<file path="src/rtl/seg7_pkg.sv">
// Shared types and constants for the sequential binary-to-BCD display controller.
package seg7_pkg;

    typedef enum logic [1:0] {
        IDLE = 2'd0,
        CONV = 2'd1,
        DONE = 2'd2
    } state_t;

    localparam int unsigned BCD_NIBBLE_W = 4;

    // Largest value representable in 'digits' decimal digits (10**digits - 1).
    function automatic longint unsigned bcd_max(input int unsigned digits);
        longint unsigned r = 1;
        for (int unsigned i = 0; i < digits; i++) begin
            r = r * 10;
        end
        return r - 1;
    endfunction

endpackage

</file>
<file path="src/rtl/seg7_dd_step.sv">
// One double-dabble step: add 3 to every BCD nibble >= 5, then shift in one binary bit.
module seg7_dd_step
    import seg7_pkg::*;
#(
    parameter int unsigned DIGITS = 8,
    localparam int unsigned DIG_W = BCD_NIBBLE_W * DIGITS
) (
    input  logic [DIG_W-1:0] i_acc,
    input  logic             i_bit,
    output logic [DIG_W:0]   o_acc
);

    logic [DIG_W-1:0] w_adj;

    // Correction stays inside each nibble (max 9+3=12), so no cross-nibble carry exists.
    always_comb begin
        w_adj = i_acc;
        for (int d = 0; d < DIGITS; d++) begin
            if (i_acc[d*BCD_NIBBLE_W +: BCD_NIBBLE_W] >= 4'd5) begin
                w_adj[d*BCD_NIBBLE_W +: BCD_NIBBLE_W] =
                    i_acc[d*BCD_NIBBLE_W +: BCD_NIBBLE_W] + 4'd3;
            end
        end
        o_acc = {w_adj, i_bit};
    end

endmodule

</file>
<file path="src/rtl/seg7_bin2bcd_ctrl.sv">
// Iterative binary-to-BCD converter feeding the 7-segment display bank.
// Define SEG7_SIGNED_EN to treat iBIN as two's complement and convert its magnitude.
module seg7_bin2bcd_ctrl
    import seg7_pkg::*;
#(
    parameter int unsigned BIN_W  = 27,
    parameter int unsigned DIGITS = 8,
    localparam int unsigned DIG_W = BCD_NIBBLE_W * DIGITS
) (
    input  logic             iCLK,
    input  logic             iRST,
    input  logic [BIN_W-1:0] iBIN,
    input  logic             iVALID,
    output logic             oREADY,
    output logic [DIG_W-1:0] oDIG,
    output logic             oDONE,
    output logic             oOVF,
    output logic             oNEG
);

    localparam int unsigned     ACC_W   = DIG_W + 1;
    localparam int unsigned     CNT_W   = $clog2(BIN_W);
    localparam longint unsigned BCD_MAX = bcd_max(DIGITS);
    localparam logic [DIG_W-1:0] ALL_NINES = DIG_W'({DIGITS{4'd9}});

    state_t             r_state;
    state_t             w_state_nxt;
    logic               w_accept;
    logic [BIN_W-1:0]   w_mag;
    logic               w_neg;
    logic [ACC_W-1:0]   w_step;
    logic               w_ovf;

    logic [BIN_W-1:0]   r_shift;
    logic [ACC_W-1:0]   r_acc;
    logic [CNT_W-1:0]   r_cnt;
    logic               r_ovf_pend;
    logic               r_neg_pend;
    logic               r_ready;
    logic [DIG_W-1:0]   r_dig;
    logic               r_done;
    logic               r_ovf;
    logic               r_neg;

`ifdef SEG7_SIGNED_EN
    // Negating the most negative value yields 2**(BIN_W-1), which still fits as unsigned.
    assign w_neg = iBIN[BIN_W-1];
    assign w_mag = w_neg ? (~iBIN + BIN_W'(1)) : iBIN;
`else
    assign w_neg = 1'b0;
    assign w_mag = iBIN;
`endif

    seg7_dd_step #(
        .DIGITS (DIGITS)
    ) u_dd_step (
        .i_acc (r_acc[DIG_W-1:0]),
        .i_bit (r_shift[BIN_W-1]),
        .o_acc (w_step)
    );

    // Guard bit catches any spill past the top digit in addition to the latched compare.
    assign w_ovf = r_ovf_pend | r_acc[ACC_W-1];

    always_ff @(posedge iCLK) begin
        if (iRST) begin
            r_state <= IDLE;
        end else begin
            r_state <= w_state_nxt;
        end
    end

    always_comb begin
        w_state_nxt = r_state;
        w_accept    = 1'b0;
        case (r_state)
            IDLE: begin
                if (iVALID && r_ready) begin
                    w_accept    = 1'b1;
                    w_state_nxt = CONV;
                end
            end
            CONV: begin
                if (r_cnt == '0) begin
                    w_state_nxt = DONE;
                end
            end
            DONE:    w_state_nxt = IDLE;
            default: w_state_nxt = IDLE;
        endcase
    end

    always_ff @(posedge iCLK) begin
        if (iRST) begin
            r_shift    <= '0;
            r_acc      <= '0;
            r_cnt      <= '0;
            r_ovf_pend <= 1'b0;
            r_neg_pend <= 1'b0;
            r_ready    <= 1'b1;
            r_dig      <= '0;
            r_done     <= 1'b0;
            r_ovf      <= 1'b0;
            r_neg      <= 1'b0;
        end else begin
            r_done <= 1'b0;
            case (r_state)
                IDLE: begin
                    if (w_accept) begin
                        r_shift    <= w_mag;
                        r_acc      <= '0;
                        r_cnt      <= CNT_W'(BIN_W - 1);
                        r_ovf_pend <= (64'(w_mag) > BCD_MAX);
                        r_neg_pend <= w_neg;
                        r_ready    <= 1'b0;
                    end
                end
                CONV: begin
                    r_acc   <= w_step;
                    r_shift <= {r_shift[BIN_W-2:0], 1'b0};
                    r_cnt   <= r_cnt - CNT_W'(1);
                end
                DONE: begin
                    r_dig   <= w_ovf ? ALL_NINES : r_acc[DIG_W-1:0];
                    r_ovf   <= w_ovf;
                    r_neg   <= r_neg_pend;
                    r_done  <= 1'b1;
                    r_ready <= 1'b1;
                end
                default: ;
            endcase
        end
    end

    assign oREADY = r_ready;
    assign oDIG   = r_dig;
    assign oDONE  = r_done;
    assign oOVF   = r_ovf;
    assign oNEG   = r_neg;

endmodule

</file>
<file path="config.mk">
export PLATFORM = sky130hd
export DESIGN_NAME = seg7_bin2bcd_ctrl
export DESIGN_NICKNAME = d
export VERILOG_FILES = /design/src/rtl/seg7_pkg.sv /design/src/rtl/seg7_dd_step.sv /design/src/rtl/seg7_bin2bcd_ctrl.sv
export SDC_FILE = /design/constraint.sdc
export NUM_CORES = 1
export LEC_CHECK = 0
export BUFFER_PORTS_ARGS = -buffer_cell sky130_fd_sc_hd__buf_2
export CAP_MARGIN = 10
export CELL_PAD_IN_SITES_DETAIL_PLACEMENT = 0
export CELL_PAD_IN_SITES_GLOBAL_PLACEMENT = 1
export CORE_MARGIN = 5
export CORE_UTILIZATION = 42
export DETAILED_ROUTE_END_ITERATION = 16
export PLACE_DENSITY_LB_ADDON = 0.1
export SKIP_LAST_GASP = 1
export SLEW_MARGIN = 20
export SYNTH_ARGS = -nofsm -noshare
export SYNTH_HDL_FRONTEND = slang
export SYNTH_HIERARCHICAL = 1
export SYNTH_SLANG_ARGS = --single-unit
</file>
<file path="constraint.sdc">
create_clock -name iCLK -period 1.7 [get_ports iCLK]
set_clock_uncertainty 0.1 [all_clocks]
set_input_delay 0.085 -clock iCLK [delete_from_list [all_inputs] [get_ports iCLK]]
set_output_delay 0.085 -clock iCLK [all_outputs]
set_load 0.02 [all_outputs]
</file>
==> metrics.md, run 1 <==
| Metric | Value |
|---|---|
| Final wirelength | 11400 um |
| Register area | 0.00207 mm^2 |
| Leakage power | roughly 0.0023 uW |
| Final hold vios | 0 |
| Crit path max-delay cell type | dfxtp_1 |
| P&R area growth vs syn | 20.5% |
| Post-synthesis net count | between 600 and 700 |
| CP max stage delay | slightly below 0.4 ns |
| Worst EP required | about 1.9 ns |
| H-tree levels | 3 |
| Final hold slack | roughly 0.12 ns |
| Clock latency reported for the late side of the worst-skew pair | between 0.3 and 0.4 ns |
| Commonest non-fill, non-tap cells in the layout | dfxtp_1, nand2_1, a21oi_1 |
| Filler instances | around 1100 |
| Critical Path End Type | flop |
| Synthesis warning total | 6 |
| Min-Delay Path Class | in2reg |
| CTS Buf Count | 9 |
| Worst vdd ir | between 300 and 400 uV |
| Post-route ant nets | 0 |
| Most common cell after layout, fill and taps aside | dfxtp_1 |
| Worst Setup Start Kind | flop |
| CP delay by family, top | flip-flops |
| CP max FO | 4 |
| Port Buffers | 64 |
| DIE AREA | between 0.01 and 0.015 mm^2 |
| Die H | about 120 um |
| Status | finished clean |
| Num rows | 38 |
| Mapped cell area | between 0.004 and 0.005 mm^2 |
| Synthesized area per cell | ~8 um^2 |
| Gate Count Post-Synth | roughly 590 |
| ANT cells | 0 |
| Dpl hpwl | 7420 um |
| CTS tree | yes |
| Bufs on Longest Clock Path | 2 |
| Dpl ws | ~0.11 ns |
| Final worst path period need | 1.60 ns |
| Arr. time, crit path | about 1.8 ns |
| Initial Utilization | 0.431 |
| Placed cell area | a little over 0.005 mm^2 |
| Total Power | about 4900 uW |
| Power Density | roughly 870 mW/mm^2 |
| GRT Total Usage | 0.177 |
| Top Ports | 66 |
| Final Cell Area | approximately 0.0057 mm^2 |
| Die width | roughly 120 um |
| Wire length of the first global-routing pass | around 19000 um |
| Sequential share of the synthesized area | 0.439 |
| Grt ovf | 0 |
| RSZ-0062 raised after global routing | yes |
| Clk slew on worst S/H paths | about 0.09 ns |
| Core area | roughly 0.011 mm^2 |
| 1st-iter DRT viols | 267 |
| Kind of critical path | reg2reg |
| RD Place Congestion | between 0.7 and 0.8 |
| Residual DRC | 0 |
| Vias in the first global route | ~4000 |
| PnR worst setup slack | 0.0995 ns |
| Post-route clock period utilization | 0.941 |
| Cell variety after synth | 37 |
| Critical path, cell by cell | inv_1 > ha_1 > nand2b_1 > a21oi_2 > buf_4 > xnor2_1 > nand2_1 > a21oi_1 |
| Vias per cell | about 5.2 |
| Initial DRT Pass Iterations | 4 |
| # clock sinks | between 100 and 150 |
| Multi-input gate area | around 0.0024 mm^2 |
| Vias | ~4200 |
| Pin count of the biggest net entering global routing | 36 |
| CP bufs+invs | 2 |
| Setup_tns | 0 ns |
| Layout cells sized above 1 | 0.169 |
| Final setup violation count | 0 |
| Nets | about 720 |
| Max Cap Viol | 0 |
| FMAX | about 620 MHz |
| Drt wl/cell | about 14 um |
| Post-synthesis register bit count | about 100 |
| Initial antenna violation count | 0 |
| CTS root buffer | clkbuf_8 |
| Slew Limit Fails | 0 |
-- layout make-up --
cell class / instances / area share
Inverter: 18 / 0.0119
Sequential cell: 103 / 0.365
Timing Repair Buffer: 113 / 0.143
Tap cell: 140 / 0.0310
Clock buffer: 16 / 0.0301
Multi-Input combinational cell: 423 / 0.418
-- sequential cells by signal (all words and copies together), names as in the netlist --
name        flops
r_acc          33
oREADY          1
r_state         2
r_cnt           5
r_shift        27
oOVF            1
r_ovf_pend      1
oDONE           1
oDIG           32
-- kinds of logic (layout without fill, tap and decap cells) --
| group | Yosys count | after routing | synth area share |
|---|---|---|---|
| multiplexers | 8 | 8 | 0.0171 |
| AO/OA/AOI/OAI | 141 | 141 | 0.183 |
| XOR/XNOR | 8 | 8 | 0.0149 |
| buffers and inverters | 60 | 147 | 0.0605 |
| AND/OR/NAND/NOR | 248 | 248 | 0.239 |
| other | 1 | 1 | 0.000799 |
| adder cells (fa/ha/maj) | 17 | 17 | 0.0453 |
| flip-flops | 103 | 103 | 0.439 |
-- worst min-delay path, cell delays in order --
cell,delay [ns]
buf_2,0.12
nand4bb_1,0.13
buf_4,0.15
a21oi_1,0.06
-- through the flow --
step                      utilization  instances
after global routing            0.519        813
after detailed placement        0.477        768
after floorplan                     -        586
after global placement          0.477        768
final                           0.519        813
after CTS                       0.518        812
-- metal layers --
layer  up-vias  share of wire  GRT usage
li1       2169              -          -
met1      1958           0.47      0.229
met2        65           0.48      0.301
met3        13          0.039     0.0298
met4         0          0.016     0.0619
met5         -              0          0
-- Yosys cell counts, drive strengths merged --
cell type | count | area (um^2)
dfxtp | 103 | 2060
nand2 | 96 | 360
a21oi | 72 | 390
nor2 | 63 | 244
a22oi | 42 | 315
nand3 | 36 | 180
buf | 28 | 164
nor3 | 20 | 111
o21ai | 20 | 100
inv | 18 | 67.6
ha | 17 | 213
nand2b | 17 | 106
clkbuf | 14 | 52.6
mux2i | 8 | 80.1
xnor2 | 8 | 70.1
nor4 | 4 | 25.0
a211o | 2 | 17.5
a211oi | 2 | 15.0
and2b | 2 | 15.0
nand4b | 2 | 17.5
or3 | 2 | 12.5
a221oi | 1 | 8.76
a31oi | 1 | 6.26
and2 | 1 | 6.26
conb | 1 | 3.75
nand4 | 1 | 6.26
nand4bb | 1 | 11.3
nor4bb | 1 | 10.0
o31ai | 1 | 7.51
or2 | 1 | 6.26
or2b | 1 | 7.51
-- what timing repair did --
item / in CTS / in global routing
gates resized for setup: 0 / 5
hold endpoints to repair: 30 / 0
hold buffers: 28 / 0
setup buffers: 0 / 1
endpoints found under the setup margin: 0 / 7
-- path summary, 6_finish.rpt --
check                            startpoint         end  depth (start not counted)  slack (ns)
worst max-delay path              r_acc[29]   r_acc[29]                          8         0.1
worst min-delay path                 iVALID  r_state[0]                          4        0.12
worst max register to register    r_acc[29]   r_acc[29]                          8         0.1
worst min register to register  r_shift[26]    r_acc[0]                          2        0.35
-- where the power goes --
group / switching [uW] / total [uW] / internal [uW] / leakage [uW]
Combinational: 562 / 909 / 347 / 0.00134
Clock: 784 / 1400 / 619 / 0.0000850
Sequential: 82.1 / 2620 / 2540 / 0.000838
(Power assumes the default switching activity.)
==> run 2, diff against run 1 <==
--- a/config.mk
+++ b/config.mk
@@ -13,8 +13,9 @@
 export CORE_UTILIZATION = 42
 export DETAILED_ROUTE_END_ITERATION = 16
 export PLACE_DENSITY_LB_ADDON = 0.1
+export RECOVER_POWER = 25
 export SKIP_LAST_GASP = 1
-export SLEW_MARGIN = 20
+export SLEW_MARGIN = 15
 export SYNTH_ARGS = -nofsm -noshare
 export SYNTH_HDL_FRONTEND = slang
 export SYNTH_HIERARCHICAL = 1
==> run 2 against run 1 <==
Global-route usage unchanged; largest power group unchanged; critical endpoint unchanged; sequential cell count did not move; critical path depth did not move; worst hold slack gained 0.0013 ns; worst setup slack improved by 0.00099 ns; design area decreased by 0.75%; sequential power about the same; highest routed layer unchanged.
==> metrics.md, run 2 (synthesized netlist as in run 1, its figures left out) <==
| Metric | Value |
|---|---|
| P&R area growth vs syn | 19.6% |
| Final Cell Area | 0.00561 mm^2 (-0.75%) |
| Grt ovf | 0 (unchanged) |
| CTS Buf Count | 9 (unchanged) |
| Total Power | 4930 uW (about the same) |
| Wire length of the first global-routing pass | 19200 um (unchanged) |
| Worst vdd ir | 385 uV (+0.37%) |
| FMAX | 625 MHz (about the same) |
| Initial Utilization | 0.431 (unchanged) |
| Min-Delay Path Class | in2reg |
| Bufs on Longest Clock Path | 2 (unchanged) |
| WHS Path Cells | 4 (unchanged) |
| Final setup violation count | 0 (unchanged) |
| ANT cells | 0 (unchanged) |
| Status | finished clean |
| Filler instances | 1083 (+1.9%) |
| Nets | 715 (unchanged) |
| Die width | 116 um (unchanged) |
| Reg2Reg Depth | 8 (unchanged) |
| Max Cap Viol | 0 (unchanged) |
| Leakage power | 0.00212 uW (-6.6%) |
| Register area | 0.00207 mm^2 (unchanged) |
| Commonest non-fill, non-tap cells in the layout | dfxtp_1, nand2_1, a21oi_1 |
| Critical Path End Type | flop |
| Post-route ant nets | 0 (unchanged) |
| Vias in the first global route | 4014 (unchanged) |
| Arr. time, crit path | 1.80 ns (about the same) |
| Multi-input gate area | 0.00236 mm^2 (unchanged) |
| DIE AREA | 0.0134 mm^2 (unchanged) |
| Initial DRT Pass Iterations | 5 (+1) |
| # clock sinks | 103 (unchanged) |
| Final hold vios | 0 (unchanged) |
| Vias per cell | 5.24 (+1.4%) |
| Drt wl/cell | 14.1 um (+1.1%) |
| CTS tree | yes |
| Residual DRC | 0 (unchanged) |
| Worst Setup Start Kind | flop |
| Final hold slack | 0.123 ns (+0.00131 ns) |
| Most common cell after layout, fill and taps aside | dfxtp_1 |
| Max reg flops | 33 (unchanged) |
| CTS root buffer | clkbuf_8 |
| RD Place Congestion | 0.790 (unchanged) |
| Initial antenna violation count | 0 (unchanged) |
| Core area | 0.0109 mm^2 (unchanged) |
| GRT Total Usage | 0.177 (unchanged) |
| Clock latency reported for the late side of the worst-skew pair | 0.36 ns (about the same) |
| CP max FO | 4 (unchanged) |
| 1st-iter DRT viols | 274 (+2.6%) |
| Dpl hpwl | 7420 um (unchanged) |
| Power Density | 879 mW/mm^2 (+0.75%) |
| Layout cells sized above 1 | 0.119 (-0.0505) |
| Slew Limit Fails | 0 (unchanged) |
| Top Ports | 66 (unchanged) |
| Placed cell area | 0.00519 mm^2 (unchanged) |
| Top reg by flops | r_acc |
| Port Buffers | 64 (unchanged) |
| Pin count of the biggest net entering global routing | 36 (unchanged) |
| Num rows | 38 (unchanged) |
| Critical path, cell by cell | inv_1 > ha_1 > nand2b_1 > a21oi_2 > buf_4 > xnor2_1 > nand2_1 > a21oi_1 |
| H-tree levels | 3 (unchanged) |
| Die H | 116 um (unchanged) |
| Clk slew on worst S/H paths | 0.09 ns (about the same) |
| CP max stage delay | 0.39 ns (about the same) |
| Kind of critical path | reg2reg |
| Crit path max-delay cell type | dfxtp_1 |
| Vias | 4264 (+1.4%) |
| Final core occ | 0.516 (-0.00391) |
| RSZ-0062 raised after global routing | yes |
| Final worst path period need | 1.60 ns (-0.000993 ns) |
| Worst EP required | 1.90 ns (about the same) |
| Post-route clock period utilization | 0.941 (about the same) |
| Final wirelength | 11500 um (+1.1%) |
[run 2: changes by cell type in the layout (fill, tap and decap cells not counted), sizes merged]
cell	delta
buf	-34
clkbuf	+34
[run 2: worst max-delay path: cells and delay by family, from the launching register on]
kind	cells	cell delay [ns]
adder cells (fa/ha/maj)	1	0.18
AO/OA/AOI/OAI	2	0.29
buffers and inverters	2	0.23
AND/OR/NAND/NOR	2	0.23
flip-flops	1	0.39
XOR/XNOR	1	0.12
[run 2: per-stage QoR]
stage               instances  worst slack (ns)  setup TNS, ns
CTS                       812            0.0949              0
detailed placement        768             0.107              0
floorplan                 586             0.184              0
global placement          768             0.201              0
finish                    813             0.101              0
global route              813           -0.0306        -0.0542
[run 2: path summary, 6_finish.rpt]
check	slack, ns	from	endpoint
setup / recovery	0.10	r_acc[29]	r_acc[29]
hold / removal	0.12	iVALID	r_state[0]
setup reg to reg	0.10	r_acc[29]	r_acc[29]
hold reg to reg	0.36	r_shift[26]	r_acc[0]
[run 2: layout make-up]
cell class | instances | share of cell area
multi-input combinational | 423 | 0.421
sequential | 103 | 0.368
timing repair buffer | 113 | 0.137
tap | 140 | 0.0312
clock buffer | 16 | 0.0303
inverter | 18 | 0.0120
[run 2: report_power, final]
part           switching, uW  internal, uW  leakage [uW]
clock                    784           619     0.0000850
combinational            566           340       0.00120
sequential              84.4          2540      0.000838
[run 2: repair_timing]
item                                   CTS  global route
setup endpoints to repair                0             7
endpoints found under the hold margin   30             0
setup buffers                            0             1
gates resized for setup                  0             5
hold buffers                            28             0
[run 2: metal layers]
layer | up-vias | share of wire | track usage
met4 | 0 | 0.013 | 0.0619
met2 | 92 | 0.47 | 0.301
li1 | 2170 | - | -
met5 | - | 0 | 0
met1 | 1991 | 0.48 | 0.229
met3 | 11 | 0.045 | 0.0298
==> run 3, diff against run 2 <==
--- a/config.mk
+++ b/config.mk
@@ -10,7 +10,7 @@
 export CELL_PAD_IN_SITES_DETAIL_PLACEMENT = 0
 export CELL_PAD_IN_SITES_GLOBAL_PLACEMENT = 1
 export CORE_MARGIN = 5
-export CORE_UTILIZATION = 42
+export CORE_UTILIZATION = 45
 export DETAILED_ROUTE_END_ITERATION = 16
 export PLACE_DENSITY_LB_ADDON = 0.1
 export RECOVER_POWER = 25
==> constraint.sdc (replaced) <==
create_clock -name iCLK -period 2.03 [get_ports iCLK]
set_clock_uncertainty 0.1 [all_clocks]
set_input_delay 0.1015 -clock iCLK [delete_from_list [all_inputs] [get_ports iCLK]]
set_output_delay 0.1015 -clock iCLK [all_outputs]
set_load 0.02 [all_outputs]
==> run 3 against run 2 <==
Worst setup slack improved by 0.22 ns; cell count fell by 1.6%; die area fell by 6.1%; sequential cell count did not move; critical path type unchanged.
==> metrics.md, run 3 (synthesized netlist as in run 1, its figures left out) <==
| Metric | Value |
|---|---|
| Status | finished clean |
| Worst Setup Start Kind | flop |
| Setup_tns | 0 ns (unchanged) |
| CP max FO | 16 (+12) |
| GRT Total Usage | 0.175 (-0.00280) |
| Nets | 706 (-1.3%) |
| Post-Place Cells | 757 (-1.4%) |
| CTS tree | yes |
| RSZ-0062 raised after global routing | no |
| Pin count of the biggest net entering global routing | 63 (+75%) |
| Vias | 4100 (-3.8%) |
| R2r endpoint | oDIG[12] |
| Power Density | 782 mW/mm^2 (-11%) |
| 1st-iter DRT viols | 258 (-5.8%) |
| Final setup violation count | 0 (unchanged) |
| Bufs on Longest Clock Path | 2 (unchanged) |
| Core area | 0.0102 mm^2 (-6.0%) |
| Cell Count, Final, Fillers Out | 800 (-1.6%) |
| Slew margin rel. | 0.468 |
| H-tree levels | 3 (unchanged) |
| Dpl hpwl | 6960 um (-6.3%) |
| Num rows | 37 (-2.6%) |
| FMAX | 585 MHz (-6.5%) |
| Die H | 112 um (-3.1%) |
| Most common cell after layout, fill and taps aside | dfxtp_1 |
| Clk slew on worst S/H paths | 0.10 ns (about the same) |
| Combinational share of power | 0.165 (-0.018) |
| Final wirelength | 10700 um (-6.9%) |
| Reg2reg start | r_state[1] |
| CTS root buffer | clkbuf_8 |
| Initial antenna violation count | 0 (unchanged) |
| Commonest non-fill, non-tap cells in the layout | dfxtp_1, nand2_1, a21oi_1 |
| Top reg by flops | r_acc |
| Initial Utilization | 0.459 (+0.0277) |
| Met2 Use GR | 0.288 (-0.0133) |
| Gr busiest metal | met2 |
| Post-route ant nets | 0 (unchanged) |
| Critical Path End Type | flop |
| R2R Setup Slk | 0.32 ns (+0.22 ns) |
| Vias in the first global route | 3927 (-2.2%) |
| Initial DRT Pass Iterations | 4 (-1) |
| P&R area growth vs syn | 18.4% |
| Max reg flops | 33 (unchanged) |
| Start point of the worst hold path | iRST |
| Min-Delay Path Class | in2reg |
| CTS Buf Count | 9 (unchanged) |
| Slew Limit Fails | 0 (unchanged) |
| Post-route clock period utilization | 0.842 (-0.0986) |
| Clock latency reported for the late side of the worst-skew pair | 0.36 ns (about the same) |
| Grt met1 use | 0.233 (+0.00377) |
| Met3 GRT Util | 0.0286 (-0.00119) |
| Leakage power | 0.00209 uW (-1.2%) |
| Hold EP | oDIG[6] |
| Residual DRC | 0 (unchanged) |
| Net Sw Power | 1230 uW (-14%) |
| Arr. time, crit path | 1.83 ns (+0.03 ns) |
| Worst EP required | 2.15 ns (+0.25 ns) |
| Worst vdd ir | 420 uV (+9.3%) |
| Grt ovf | 0 (unchanged) |
| Max Cap Viol | 0 (unchanged) |
| Worst-Margin Slew | around 0.8 ns |
| Filler instances | 1007 (-7.0%) |
| DIE AREA | 0.0126 mm^2 (-6.1%) |
| CTS resizes | 0 (unchanged) |
| Layout cells sized above 1 | 0.107 (-0.0119) |
| ANT cells | 0 (unchanged) |
| WHS Path Cells | 2 (-2) |
| Drt wl/cell | 13.4 um (-5.4%) |
| Final hold vios | 0 (unchanged) |
| Vias per cell | 5.13 (-2.3%) |
| Port Buffers | 64 (unchanged) |
| RD Place Congestion | 0.731 (-7.4%) |
| Wire length of the first global-routing pass | 18500 um (-3.8%) |
| Kind of critical path | reg2reg |
| Internal power | 3120 uW (-11%) |
| Final worst path period need | 1.71 ns (+0.110 ns) |
| Sw Share | 0.283 (-0.00798) |
| Clock Power Share | 0.330 (+0.046) |
| # clock sinks | 103 (unchanged) |
| Die width | 112 um (-3.1%) |
| Reg power frac | 0.505 (-0.027) |
| Reg2Reg Depth | 4 (-4) |
| Top Ports | 66 (unchanged) |
==> run 3: changes by cell type in the layout (fill, tap and decap cells not counted), moves of 2 or more <==
cell       delta
buf_4         -6
clkbuf_1      -4
dfxtp_1       +4
dfxtp_2       -4
buf_12        -2
bufinv_16     +2
==> run 3: worst max-delay path by stage <==
| stage | from | to | slack (ns) |
|---|---|---|---|
| after floorplan | r_state[0] | oDIG[12] | 0.51 |
| after global placement | r_state[0] | oDIG[3] | 0.36 |
| after detailed placement | r_state[1] | oDIG[15] | 0.29 |
| after CTS | r_state[1] | oDIG[12] | 0.30 |
| after global routing | r_state[1] | oDIG[3] | 0.16 |
| final | r_state[1] | oDIG[12] | 0.32 |
==> run 3: worst max-delay path: stages (launching register included) <==
cell and delay (ns):
dfxtp_1 0.44, nand2b_1 0.18, or3_1 0.62, nor2_1 0.19
nor3_1 0.06
==> run 3: area by class of cell <==
cell class	instances	area (um^2)	area share
multi-input cells	423	2360	0.425
flip-flops and latches	103	2060	0.371
repair buffers	104	673	0.121
well taps	136	170	0.0306
clock buffers	11	141	0.0254
clock inverters	5	81.3	0.0146
inverters	18	67.6	0.0122
==> run 3: what timing repair did <==
action / CTS / global route
setup buffers: 0 / 0
hold buffers: 27 / 0
hold endpoints to repair: 28 / 0
==> run 3: power by group through the flow <==
stage	clock (uW)	sequential, uW	combinational (uW)
after detailed placement	0	2240	689
final	1430	2200	716
after floorplan	0	2260	458
after global routing	1560	2210	809
after global placement	0	2240	682
after CTS	1490	2200	729
==> run 3: per-stage QoR <==
step	total power, uW	hold slack (ns)	cell area [um^2]	util	setup slack (ns)
after floorplan	2720	0.138	4690	-	0.514
after global placement	2920	0.254	5110	0.499	0.363
after detailed placement	2930	0.254	5110	0.499	0.286
after CTS	4410	0.152	5600	0.548	0.298
after global routing	4590	0.168	5560	0.543	0.162
final	4350	0.146	5560	0.543	0.320
==> run 3: layer usage <==
layer / up-vias / part of all wire
met1: 1884 / 0.50
met5: - / 0
li1: 2140 / -
met2: 64 / 0.46
met3: 12 / 0.031
met4: 0 / 0.014
